===== config.mk =====
export PLATFORM = sky130hd
export DESIGN_NAME = i2c_reg_sequencer_flat
export DESIGN_NICKNAME = d
export VERILOG_FILES = /design/src/rtl/i2c_pkg.sv /design/src/rtl/i2c_reg_sequencer_if.sv /design/src/rtl/i2c_cmd_issuer.sv /design/src/rtl/i2c_reg_sequencer.sv /design/src/flat_wrapper.sv
export SDC_FILE = /design/constraint.sdc
export NUM_CORES = 1
export LEC_CHECK = 0
export CORE_MARGIN = 1
export CORE_UTILIZATION = 49
export DETAILED_ROUTE_END_ITERATION = 8
export PLACE_DENSITY_LB_ADDON = 0.1
export SKIP_LAST_GASP = 1
export SLEW_MARGIN = 20
export SYNTH_ARGS = -nofsm -noshare
export SYNTH_HDL_FRONTEND = slang
export SYNTH_SLANG_ARGS = --single-unit

===== constraint.sdc =====
create_clock -name clk -period 3.9 [get_ports clk]
set_clock_uncertainty 0.2 [all_clocks]
set_input_delay 0.585 -clock clk [delete_from_list [all_inputs] [get_ports clk]]
set_output_delay 0.585 -clock clk [all_outputs]
set_load 0.01 [all_outputs]

===== src/rtl/i2c_pkg.sv =====
// rtl/i2c_pkg.sv - shared encodings for the I2C register sequencer and byte master
// Command codes match the byte-level master; step_e lists the transaction steps.
package i2c_pkg;

  typedef enum logic [2:0] {
    START_CMD   = 3'd0,
    WR_CMD      = 3'd1,
    RD_CMD      = 3'd2,
    STOP_CMD    = 3'd3,
    RESTART_CMD = 3'd4
  } i2c_cmd_e;

  typedef enum logic [1:0] {
    ERR_OK        = 2'd0,
    ERR_ADDR_NACK = 2'd1,
    ERR_DATA_NACK = 2'd2,
    ERR_TIMEOUT   = 2'd3
  } rsp_err_e;

  typedef enum logic [3:0] {
    S_IDLE,
    S_START,
    S_ADDRW,
    S_REG,
    S_WDATA,
    S_RESTART,
    S_ADDRR,
    S_RDATA,
    S_STOP,
    S_DONE
  } step_e;

  // bit0 set tells the master to NACK the single read byte
  localparam logic [7:0] RD_NACK_DIN = 8'h01;

  function automatic i2c_cmd_e step_cmd(input step_e s);
    case (s)
      S_START:   return START_CMD;
      S_RESTART: return RESTART_CMD;
      S_RDATA:   return RD_CMD;
      S_STOP:    return STOP_CMD;
      default:   return WR_CMD;
    endcase
  endfunction

endpackage


===== src/rtl/i2c_reg_sequencer_if.sv =====
// rtl/i2c_reg_sequencer_if.sv - request/response and byte-master signals of the sequencer
// master = sequencer view, slave = requester plus byte-master view.
interface i2c_reg_sequencer_if;

  logic       req_valid;
  logic       req_ready;
  logic       req_rw;
  logic [6:0] req_dev;
  logic [7:0] req_reg;
  logic [7:0] req_wdata;

  logic       rsp_valid;
  logic [7:0] rsp_rdata;
  logic [1:0] rsp_err;

  logic [2:0] i2c_cmd;
  logic [7:0] i2c_din;
  logic       i2c_wr;
  logic       i2c_ready;
  logic       i2c_done_tick;
  logic       i2c_ack;
  logic [7:0] i2c_dout;

  modport master (
    input  req_valid, req_rw, req_dev, req_reg, req_wdata,
    output req_ready,
    output rsp_valid, rsp_rdata, rsp_err,
    output i2c_cmd, i2c_din, i2c_wr,
    input  i2c_ready, i2c_done_tick, i2c_ack, i2c_dout
  );

  modport slave (
    output req_valid, req_rw, req_dev, req_reg, req_wdata,
    input  req_ready,
    input  rsp_valid, rsp_rdata, rsp_err,
    input  i2c_cmd, i2c_din, i2c_wr,
    output i2c_ready, i2c_done_tick, i2c_ack, i2c_dout
  );

endinterface


===== src/rtl/i2c_cmd_issuer.sv =====
// rtl/i2c_cmd_issuer.sv - issues one byte-master command and waits for it to finish
// ISSUE -> BUSY -> WAIT handshake on i2c_ready, guarded by a saturating watchdog.
module i2c_cmd_issuer
  import i2c_pkg::*;
#(
  parameter int                   TIMEOUT_W   = 20,
  parameter logic [TIMEOUT_W-1:0] TIMEOUT_MAX = 20'hFFFFF
) (
  input  logic       clk,
  input  logic       reset,
  input  logic       go_i,
  input  i2c_cmd_e   cmd_i,
  input  logic [7:0] din_i,
  output logic       done_o,
  output logic       ack_o,
  output logic [7:0] dout_o,
  output logic       timeout_o,
  output logic [2:0] i2c_cmd_o,
  output logic [7:0] i2c_din_o,
  output logic       i2c_wr_o,
  input  logic       i2c_ready_i,
  input  logic       i2c_done_tick_i,
  input  logic       i2c_ack_i,
  input  logic [7:0] i2c_dout_i
);

  typedef enum logic [1:0] {IS_IDLE, IS_ISSUE, IS_BUSY, IS_WAIT} iss_state_e;

  localparam logic [TIMEOUT_W-1:0] WDOG_LAST = TIMEOUT_MAX - TIMEOUT_W'(1);

  iss_state_e           state_q;
  i2c_cmd_e             cmd_q;
  logic [7:0]           din_q;
  logic [TIMEOUT_W-1:0] wdog_q;
  logic                 done_q;
  logic                 timeout_q;
  logic                 ack_q;
  logic [7:0]           dout_q;
  logic                 active;
  logic                 finishing;

  assign active    = (state_q != IS_IDLE);
  // Gated by the live ready so a strobe can never land while the master is busy.
  assign i2c_wr_o  = (state_q == IS_ISSUE) && i2c_ready_i;
  assign finishing = i2c_wr_o || ((state_q == IS_WAIT) && i2c_ready_i);

  assign i2c_cmd_o = cmd_q;
  assign i2c_din_o = din_q;
  assign done_o    = done_q;
  assign timeout_o = timeout_q;
  assign ack_o     = ack_q;
  assign dout_o    = dout_q;

  always_ff @(posedge clk) begin
    if (reset) begin
      state_q   <= IS_IDLE;
      cmd_q     <= START_CMD;
      din_q     <= 8'h00;
      wdog_q    <= '0;
      done_q    <= 1'b0;
      timeout_q <= 1'b0;
      ack_q     <= 1'b0;
      dout_q    <= 8'h00;
    end else begin
      done_q    <= 1'b0;
      timeout_q <= 1'b0;
      if (active && (wdog_q != '1)) begin
        wdog_q <= wdog_q + TIMEOUT_W'(1);
      end
      case (state_q)
        IS_IDLE: begin
          if (go_i) begin
            cmd_q   <= cmd_i;
            din_q   <= din_i;
            ack_q   <= 1'b0;
            wdog_q  <= '0;
            state_q <= IS_ISSUE;
          end
        end
        IS_ISSUE: begin
          if (i2c_ready_i) begin
            state_q <= IS_BUSY;
          end
        end
        IS_BUSY: begin
          if (!i2c_ready_i) begin
            state_q <= IS_WAIT;
          end
        end
        IS_WAIT: begin
          if (i2c_done_tick_i && ((cmd_q == WR_CMD) || (cmd_q == RD_CMD))) begin
            ack_q  <= i2c_ack_i;
            dout_q <= i2c_dout_i;
          end
          if (i2c_ready_i) begin
            done_q  <= 1'b1;
            state_q <= IS_IDLE;
          end
        end
        default: state_q <= IS_IDLE;
      endcase
      if (active && !finishing && (wdog_q >= WDOG_LAST)) begin
        timeout_q <= 1'b1;
        state_q   <= IS_IDLE;
      end
    end
  end

endmodule


===== src/rtl/i2c_reg_sequencer.sv =====
// rtl/i2c_reg_sequencer.sv - register read/write transaction sequencer for a byte-level I2C master
// Step FSM: START, address, register, then write byte or RESTART/read, then STOP.
module i2c_reg_sequencer
  import i2c_pkg::*;
#(
  parameter int                   TIMEOUT_W   = 20,
  parameter logic [TIMEOUT_W-1:0] TIMEOUT_MAX = 20'hFFFFF
) (
  input logic                 clk,
  input logic                 reset,
  i2c_reg_sequencer_if.master bus
);

  step_e      step_q;
  logic       launched_q;
  logic       go_q;
  logic       rw_q;
  logic [6:0] dev_q;
  logic [7:0] reg_q;
  logic [7:0] wdata_q;
  logic [7:0] rd_byte_q;
  rsp_err_e   err_q;
  logic       req_ready_q;
  logic       rsp_valid_q;
  logic [7:0] rsp_rdata_q;
  rsp_err_e   rsp_err_q;

  i2c_cmd_e   step_cmd_w;
  logic [7:0] step_din;
  logic       iss_done;
  logic       iss_ack;
  logic       iss_timeout;
  logic [7:0] iss_dout;

  assign bus.req_ready = req_ready_q;
  assign bus.rsp_valid = rsp_valid_q;
  assign bus.rsp_rdata = rsp_rdata_q;
  assign bus.rsp_err   = rsp_err_q;

  assign step_cmd_w = step_cmd(step_q);

  always_comb begin
    step_din = 8'h00;
    case (step_q)
      S_ADDRW: step_din = {dev_q, 1'b0};
      S_REG:   step_din = reg_q;
      S_WDATA: step_din = wdata_q;
      S_ADDRR: step_din = {dev_q, 1'b1};
      S_RDATA: step_din = RD_NACK_DIN;
      default: step_din = 8'h00;
    endcase
  end

  i2c_cmd_issuer #(
    .TIMEOUT_W   (TIMEOUT_W),
    .TIMEOUT_MAX (TIMEOUT_MAX)
  ) u_issuer (
    .clk             (clk),
    .reset           (reset),
    .go_i            (go_q),
    .cmd_i           (step_cmd_w),
    .din_i           (step_din),
    .done_o          (iss_done),
    .ack_o           (iss_ack),
    .dout_o          (iss_dout),
    .timeout_o       (iss_timeout),
    .i2c_cmd_o       (bus.i2c_cmd),
    .i2c_din_o       (bus.i2c_din),
    .i2c_wr_o        (bus.i2c_wr),
    .i2c_ready_i     (bus.i2c_ready),
    .i2c_done_tick_i (bus.i2c_done_tick),
    .i2c_ack_i       (bus.i2c_ack),
    .i2c_dout_i      (bus.i2c_dout)
  );

  always_ff @(posedge clk) begin
    if (reset) begin
      step_q      <= S_IDLE;
      launched_q  <= 1'b0;
      go_q        <= 1'b0;
      rw_q        <= 1'b0;
      dev_q       <= 7'h00;
      reg_q       <= 8'h00;
      wdata_q     <= 8'h00;
      rd_byte_q   <= 8'h00;
      err_q       <= ERR_OK;
      req_ready_q <= 1'b1;
      rsp_valid_q <= 1'b0;
      rsp_rdata_q <= 8'h00;
      rsp_err_q   <= ERR_OK;
    end else begin
      go_q        <= 1'b0;
      rsp_valid_q <= 1'b0;
      case (step_q)
        S_IDLE: begin
          // Ready comes back one cycle after rsp_valid, leaving a gap before the next accept.
          if (!req_ready_q) begin
            req_ready_q <= 1'b1;
          end else if (bus.req_valid) begin
            rw_q        <= bus.req_rw;
            dev_q       <= bus.req_dev;
            reg_q       <= bus.req_reg;
            wdata_q     <= bus.req_wdata;
            err_q       <= ERR_OK;
            launched_q  <= 1'b0;
            req_ready_q <= 1'b0;
            step_q      <= S_START;
          end
        end
        S_DONE: begin
          rsp_valid_q <= 1'b1;
          rsp_err_q   <= err_q;
          if ((err_q == ERR_OK) && rw_q) begin
            rsp_rdata_q <= rd_byte_q;
          end
          step_q <= S_IDLE;
        end
        default: begin
          if (!launched_q) begin
            go_q       <= 1'b1;
            launched_q <= 1'b1;
          end else if (iss_timeout) begin
            // Master presumed hung: report without attempting STOP.
            err_q      <= ERR_TIMEOUT;
            launched_q <= 1'b0;
            step_q     <= S_DONE;
          end else if (iss_done) begin
            launched_q <= 1'b0;
            case (step_q)
              S_START: step_q <= S_ADDRW;
              S_ADDRW: begin
                if (iss_ack) begin
                  err_q  <= ERR_ADDR_NACK;
                  step_q <= S_STOP;
                end else begin
                  step_q <= S_REG;
                end
              end
              S_REG: begin
                if (iss_ack) begin
                  err_q  <= ERR_DATA_NACK;
                  step_q <= S_STOP;
                end else begin
                  step_q <= rw_q ? S_RESTART : S_WDATA;
                end
              end
              S_WDATA: begin
                if (iss_ack) begin
                  err_q <= ERR_DATA_NACK;
                end
                step_q <= S_STOP;
              end
              S_RESTART: step_q <= S_ADDRR;
              S_ADDRR: begin
                if (iss_ack) begin
                  err_q  <= ERR_ADDR_NACK;
                  step_q <= S_STOP;
                end else begin
                  step_q <= S_RDATA;
                end
              end
              S_RDATA: begin
                rd_byte_q <= iss_dout;
                step_q    <= S_STOP;
              end
              default: step_q <= S_DONE;
            endcase
          end
        end
      endcase
    end
  end

endmodule


===== src/flat_wrapper.sv =====
// flat-port wrapper written by rule: the top's interface ports become plain ports
module i2c_reg_sequencer_flat import i2c_pkg::*;
#(
  parameter int                   TIMEOUT_W   = 20,
  parameter logic [TIMEOUT_W-1:0] TIMEOUT_MAX = 20'hFFFFF
)
  (clk, reset, bus_req_valid, bus_req_rw, bus_req_dev, bus_req_reg, bus_req_wdata, bus_req_ready, bus_rsp_valid, bus_rsp_rdata, bus_rsp_err, bus_i2c_cmd, bus_i2c_din, bus_i2c_wr, bus_i2c_ready, bus_i2c_done_tick, bus_i2c_ack, bus_i2c_dout);
  i2c_reg_sequencer_if bus_i ();
  input logic clk;
  input logic reset;
  input wire logic [$bits(bus_i.req_valid)-1:0] bus_req_valid;
  input wire logic [$bits(bus_i.req_rw)-1:0] bus_req_rw;
  input wire logic [$bits(bus_i.req_dev)-1:0] bus_req_dev;
  input wire logic [$bits(bus_i.req_reg)-1:0] bus_req_reg;
  input wire logic [$bits(bus_i.req_wdata)-1:0] bus_req_wdata;
  output wire logic [$bits(bus_i.req_ready)-1:0] bus_req_ready;
  output wire logic [$bits(bus_i.rsp_valid)-1:0] bus_rsp_valid;
  output wire logic [$bits(bus_i.rsp_rdata)-1:0] bus_rsp_rdata;
  output wire logic [$bits(bus_i.rsp_err)-1:0] bus_rsp_err;
  output wire logic [$bits(bus_i.i2c_cmd)-1:0] bus_i2c_cmd;
  output wire logic [$bits(bus_i.i2c_din)-1:0] bus_i2c_din;
  output wire logic [$bits(bus_i.i2c_wr)-1:0] bus_i2c_wr;
  input wire logic [$bits(bus_i.i2c_ready)-1:0] bus_i2c_ready;
  input wire logic [$bits(bus_i.i2c_done_tick)-1:0] bus_i2c_done_tick;
  input wire logic [$bits(bus_i.i2c_ack)-1:0] bus_i2c_ack;
  input wire logic [$bits(bus_i.i2c_dout)-1:0] bus_i2c_dout;
  assign bus_i.req_valid = bus_req_valid;
  assign bus_i.req_rw = bus_req_rw;
  assign bus_i.req_dev = bus_req_dev;
  assign bus_i.req_reg = bus_req_reg;
  assign bus_i.req_wdata = bus_req_wdata;
  assign bus_req_ready = bus_i.req_ready;
  assign bus_rsp_valid = bus_i.rsp_valid;
  assign bus_rsp_rdata = bus_i.rsp_rdata;
  assign bus_rsp_err = bus_i.rsp_err;
  assign bus_i2c_cmd = bus_i.i2c_cmd;
  assign bus_i2c_din = bus_i.i2c_din;
  assign bus_i2c_wr = bus_i.i2c_wr;
  assign bus_i.i2c_ready = bus_i2c_ready;
  assign bus_i.i2c_done_tick = bus_i2c_done_tick;
  assign bus_i.i2c_ack = bus_i2c_ack;
  assign bus_i.i2c_dout = bus_i2c_dout;
  i2c_reg_sequencer #(.TIMEOUT_W(TIMEOUT_W), .TIMEOUT_MAX(TIMEOUT_MAX)) u_core (.clk(clk), .reset(reset), .bus(bus_i));
endmodule

## Yosys cells after proc, flatten, opt, wreduce, memory -nomap -nowiden

Cells that the tools add are included.

| operators by class | value |
|---|---|
| $add $sub $neg | 1 |
| magnitude comparators | 1 |
| eq/ne operators | 24 |
| mux-type cells | 45 |
| bitwise operators | 4 |
| reductions and logical operators | 37 |

Operator list:

| cell | count |
|---|---|
| 20-bit 2-to-1 mux | 3 |
| 8-bit case mux with 5 select lines | 1 |
| 4-bit 2-to-1 mux | 8 |
| 4-bit case mux with 6 select lines | 1 |
| 2-bit 2-to-1 mux | 11 |
| 20-bit by 1-bit adder with 20-bit output (second input constant) | 1 |
| 20-bit greater-or-equal comparator (second input constant) | 1 |
| 20-bit != test (second input constant) | 1 |
| 4-bit by 3-bit == test with 1-bit output (second input constant) | 4 |
| 1-bit 2-to-1 mux | 14 |
| 3-bit case mux with 4 select lines | 1 |
| 2-bit OR reduction | 6 |
| 3-bit AND reduction | 3 |
| 4-bit by 2-bit == test with 1-bit output (second input constant) | 2 |
| 4-bit == test (second input constant) | 2 |
| 2-bit != test (second input constant) | 4 |
| 4-bit by 1-bit != test with 1-bit output (second input constant) | 2 |
| 2-bit case mux with 2 select lines | 2 |
| 2-bit case mux with 4 select lines | 1 |
| 4-bit case mux with 2 select lines | 1 |
| 4-bit AND reduction | 2 |
| 8-bit AND reduction | 1 |
| 4-bit nonzero test | 2 |
| 1-bit logical AND | 7 |
| other kinds (17) | 31 |

| storage, ports and cells | value |
|---|---|
| register bits after elaboration | 96 |
| input port bits | 38 |
| output and inout bits | 24 |
| word-level logic and storage cells | 133 |

## Logic depth before layout (Yosys ltp)

| logic depth | value |
|---|---|
| word-level depth | 7 |
| mapped depth | 8 |

## Cells and area by module

Synthesis repeated with hierarchy kept, for this count alone.

| second synthesis, totals | value |
|---|---|
| cells, all modules | 519 |
| area, all modules | 4411.7 um^2 |

Modules (own cells, without submodules):

| module | instances | cells an instance | area an instance (um^2) | seq. area each (um^2) |
|---|---|---|---|---|
| i2c_reg_sequencer | 1 | 267 | 2270.9 | 1041.0 |
| i2c_cmd_issuer | 1 | 252 | 2140.8 | 880.8 |

## Worst setup path after synthesis

Ideal clock, no wire load.

| timing | value |
|---|---|
| kind | register -> register |
| start | register u_core.u_issuer.state_q[0] |
| end | register u_core.u_issuer.wdog_q[12] |
| library setup time | 70 ps |
| data arrival time | 1863 ps |
| required time | 3630 ps |
| slack | 1767 ps |
| stages on the path, launching flop included | 8 |
| buffers on the path | 1 |
| path through | dfxtp_1 inv_1 ha_1 nand4b_2 or2_0 buf_2 or4_1 a21oi_1 |

| between the ends | value |
|---|---|
| word-level cells in the longest chain between the ends | 5 |

RTL lines:

| element | RTL line | source |
|---|---|---|
| start, declared | i2c_cmd_issuer.sv:31 | `iss_state_e state_q;` |
| start signal, assigned | i2c_cmd_issuer.sv:56 | `state_q <= IS_IDLE;` |
| start signal, assigned | i2c_cmd_issuer.sv:77 | `state_q <= IS_ISSUE;` |
| start signal, assigned | i2c_cmd_issuer.sv:82 | `state_q <= IS_BUSY;` |
| 2-bit nonzero test | i2c_cmd_issuer.sv:42 | `assign active = (state_q != IS_IDLE);` |
| 1-bit logical AND | i2c_cmd_issuer.sv:67 | `if (active && (wdog_q != '1)) begin` |
| 20-bit 2-to-1 mux | i2c_cmd_issuer.sv:67 |  |
| 20-bit 2-to-1 mux | i2c_cmd_issuer.sv:72 | `if (go_i) begin` |
| 20-bit 2-to-1 mux * | i2c_cmd_issuer.sv:70 | `case (state_q)` |
| end signal, assigned | i2c_cmd_issuer.sv:68 | `wdog_q <= wdog_q + TIMEOUT_W'(1);` |
| end, declared | i2c_cmd_issuer.sv:34 | `logic [TIMEOUT_W-1:0] wdog_q;` |

Mark *: on every way between the ends. The rest lies on a longest branch, timed or not.
A chain may end at the register's enable or synchronous reset.

## Worst setup path in the final report

Ends and elaborated chain as after synthesis.

==> results.toml <==
[placement]
port_buffers = 61
gp_congestion = 0.856
place_hpwl_um = 6860

[worst_hold_path]
hp-start = "u_core.u_issuer.i2c_din_o[3]"
whs_path_depth = 2
hold_end = "u_core.u_issuer.i2c_din_o[3]"
hold_path_class = "register to register"

[drt]
vias = 3835
dr_wl_met3_um = 425
drt_first_iter_violations = 122
wl_um = 10100
first_pass_iters = 4
drc = 0
wl_per_cell_um = 14.9
drt-met1-wl_um = 4880
postRouteAntennaNets = 0
highest_layer = "met4"
routed_via_density = 5.69
wl_met2_um = 4670

[power]
p_switching_mw = 0.599
p_clk_share_pct = 34.2
irDropWorstVdd_mv = 0.205
p_seq_share_pct = 50.7
p_per_area_nw_per_um2 = 403
power_frac_comb_pct = 15.1
switching_share_pct = 28.1
leakage_nw = 1.94
p_total_mw = 2.13
intPower_mw = 1.54

[setup_path]
r2r_cells = 6
crit_path_top_delay_cell = "or4_1"
reg2reg_slack_ns = 1.29
regToRegEndpoint = "u_core.u_issuer.wdog_q[12]"
crit_path_cell_trace = "inv_1 > ha_1 > nand4b_2 > or2_0 > or4_1 > a21oi_1"
arrival_ns = 2.70
path_class = "register to register"
crit_path_start_kind = "register"
cp_max_fo = 13
cp-end-kind = "register"
reg2reg_from = "u_core.u_issuer.state_q[0]"
critPathRequiredTime_ns = 3.99
slowest_delay_ns = 0.52

[timing]
setup_tns_ns = 0
min_period_ns = 2.61
worst_pin_slew_ns = 0.821
hold_ws_ns = 0.261
min_period_over_period_pct = 67.0
setup_viol = 0
grt_setup_unrepaired = "no"
slew_headroom_pct = 45.2
fmax_mhz = 383
drv_slew = 0
final-hold-violation-count = 0

[floorplan]
core_um2 = 8760
die_y_um = 97.4
rows = 34
die_area_um2 = 9480
initial_core_util_pct = 50.8
die_w_um = 97.4
io_pins = 62

[yosys]
avgSynthCellArea_um2 = 8.60
yosys_warnings = 0
async_flop_share_pct = 0
ys_ff_latch = 96
synth_cell_types = 65
synth_nets = 563
seq_area_frac_synth_pct = 43.1
netlist_area_um2 = 4460
syn_inst = 518
synth-edff-count = 0
synthFlopType = "dfxtp_1"

[outcome]
status = "finished, final reports clean"

[global_route]
grt_pass1_vias = 3641
track_usage_pct = 21.8
antenna_found_initial = 0
grt_max_degree = 65
overflow = 0
grt_pass1_wl_um = 17100

[cts]
htreeDepth = 3
cts-buffers-inserted = 9
postCtsSetupBuffers = 0
cts.sinks = 96
cts_tree = "done"
cts_buffer_depth = 2
clkLatencyLatePin_ns = 0.36
clkTransAtPathRegs_ns = 0.10
hold_buffers = 0
cts-root-buf = "clkbuf_8"
cts_resized = 0

[flow_run]
cap_violations = 0

[layout]
seq_area_um2 = 1920
final_net_count = 606
fin_util_pct = 60.4
drive_gt1_share_pct = 6.36
multiInputGateArea_um2 = 2310
antenna_cells = 0
syn_to_final_growth_pct = 18.8
fillerInstances = 787
==> critical path, delay by kind of cell, from the launching register on <==
kind            cells  cell delay, ns
simple gates        3            1.25
fa+ha+maj           1            0.37
flops               1            0.45
buf+inv             1            0.12
compound gates      1            0.14
==> layer usage <==
metal  vias to the layer above  track usage [%]
met2                        74             35.8
met1                      1818             29.0
met5                         -                0
li1                       1936                -
met3                         7             4.46
met4                         0             6.67
==> synthesized netlist by cell type (8+ instances only) <==
| master | n | area share (%) |
|---|---|---|
| a21oi_1 | 45 | 5.1 |
| nand2_1 | 81 | 6.8 |
| inv_1 | 14 | 1.2 |
| a22oi_1 | 9 | 1.5 |
| buf_2 | 12 | 1.3 |
| mux2i_1 | 32 | 7.2 |
| nor2_1 | 42 | 3.5 |
| o21ai_0 | 22 | 2.5 |
| dfxtp_1 | 96 | 43 |
| clkbuf_1 | 18 | 1.5 |
| nor3_1 | 11 | 1.2 |
| a211oi_1 | 8 | 1.3 |
| nand3_1 | 10 | 1.1 |
==> layout by cell type, fill, tap and decap left out, types with 9 or more instances in the layout <==
master,count
a21oi_1,45
a22oi_1,9
clkbuf_8,9
clkdlybuf4s50_1,60
dfxtp_1,96
inv_1,14
mux2i_1,32
nand2_1,81
nand3_1,10
nor2_1,42
nor3_1,11
o21ai_0,22
==> per-stage QoR <==
step                      setup WS (ns)  std cells  area, um^2
after global routing               1.15        674        5290
final                              1.29        674        5290
after CTS                          1.31        674        5290
after detailed placement           1.34        658        5070
after global placement             1.35        658        5070
after floorplan                    1.77        518        4460
==> cell families (layout without fill, tap and decap cells) <==
| kind of cell | count (synthesis) | in the layout | synth area share, % |
|---|---|---|---|
| compound gates | 130 | 130 | 19.0 |
| flops | 96 | 96 | 43.1 |
| buf+inv | 49 | 97 | 5.08 |
| simple gates | 202 | 202 | 23.2 |
| mux | 32 | 32 | 7.19 |
| fa+ha+maj | 7 | 7 | 1.97 |
| xor+xnor | 2 | 2 | 0.393 |
==> how the worst max path moves through the flow <==
stage                                     startpoint                    endpoint
after global placement                 bus_i2c_ready                  bus_i2c_wr
after floorplan           u_core.u_issuer.state_q[0]  u_core.u_issuer.wdog_q[12]
after detailed placement  u_core.u_issuer.state_q[0]  u_core.u_issuer.wdog_q[12]
after global routing      u_core.u_issuer.state_q[0]  u_core.u_issuer.wdog_q[18]
after CTS                 u_core.u_issuer.state_q[0]  u_core.u_issuer.wdog_q[12]
final                     u_core.u_issuer.state_q[0]  u_core.u_issuer.wdog_q[12]
==> sequential cells by signal (all words and copies together) (netlist names), 2 cells and up <==
signal / cells
u_core.u_issuer.wdog_q: 20
u_core.bus.rsp_err: 2
u_core.dev_q: 7
u_core.u_issuer.dout_o: 8
u_core.u_issuer.i2c_cmd_o: 3
u_core.step_q: 4
u_core.wdata_q: 8
u_core.rd_byte_q: 8
u_core.reg_q: 8
u_core.u_issuer.state_q: 2
u_core.u_issuer.i2c_din_o: 8
u_core.bus.rsp_rdata: 8
u_core.err_q: 2
==> power by group through the flow <==
stage	clock network, mW	logic [mW]	registers [mW]
global route	0.794	0.359	1.09
finish	0.730	0.323	1.08
CTS	0.748	0.323	1.08
detailed placement	0	0.322	1.10
floorplan	0	0.236	1.08
global placement	0	0.314	1.10
==> cell type report <==
cell class,count,share of cell area [%]
clock buffer,9,2.34
clock inverter,7,1.91
inverter,14,0.993
multi-input combinational,373,43.6
sequential,96,36.3
tap,108,2.55
timing repair buffer,67,12.3
Note: power is estimated with default switching activity, not from simulation.
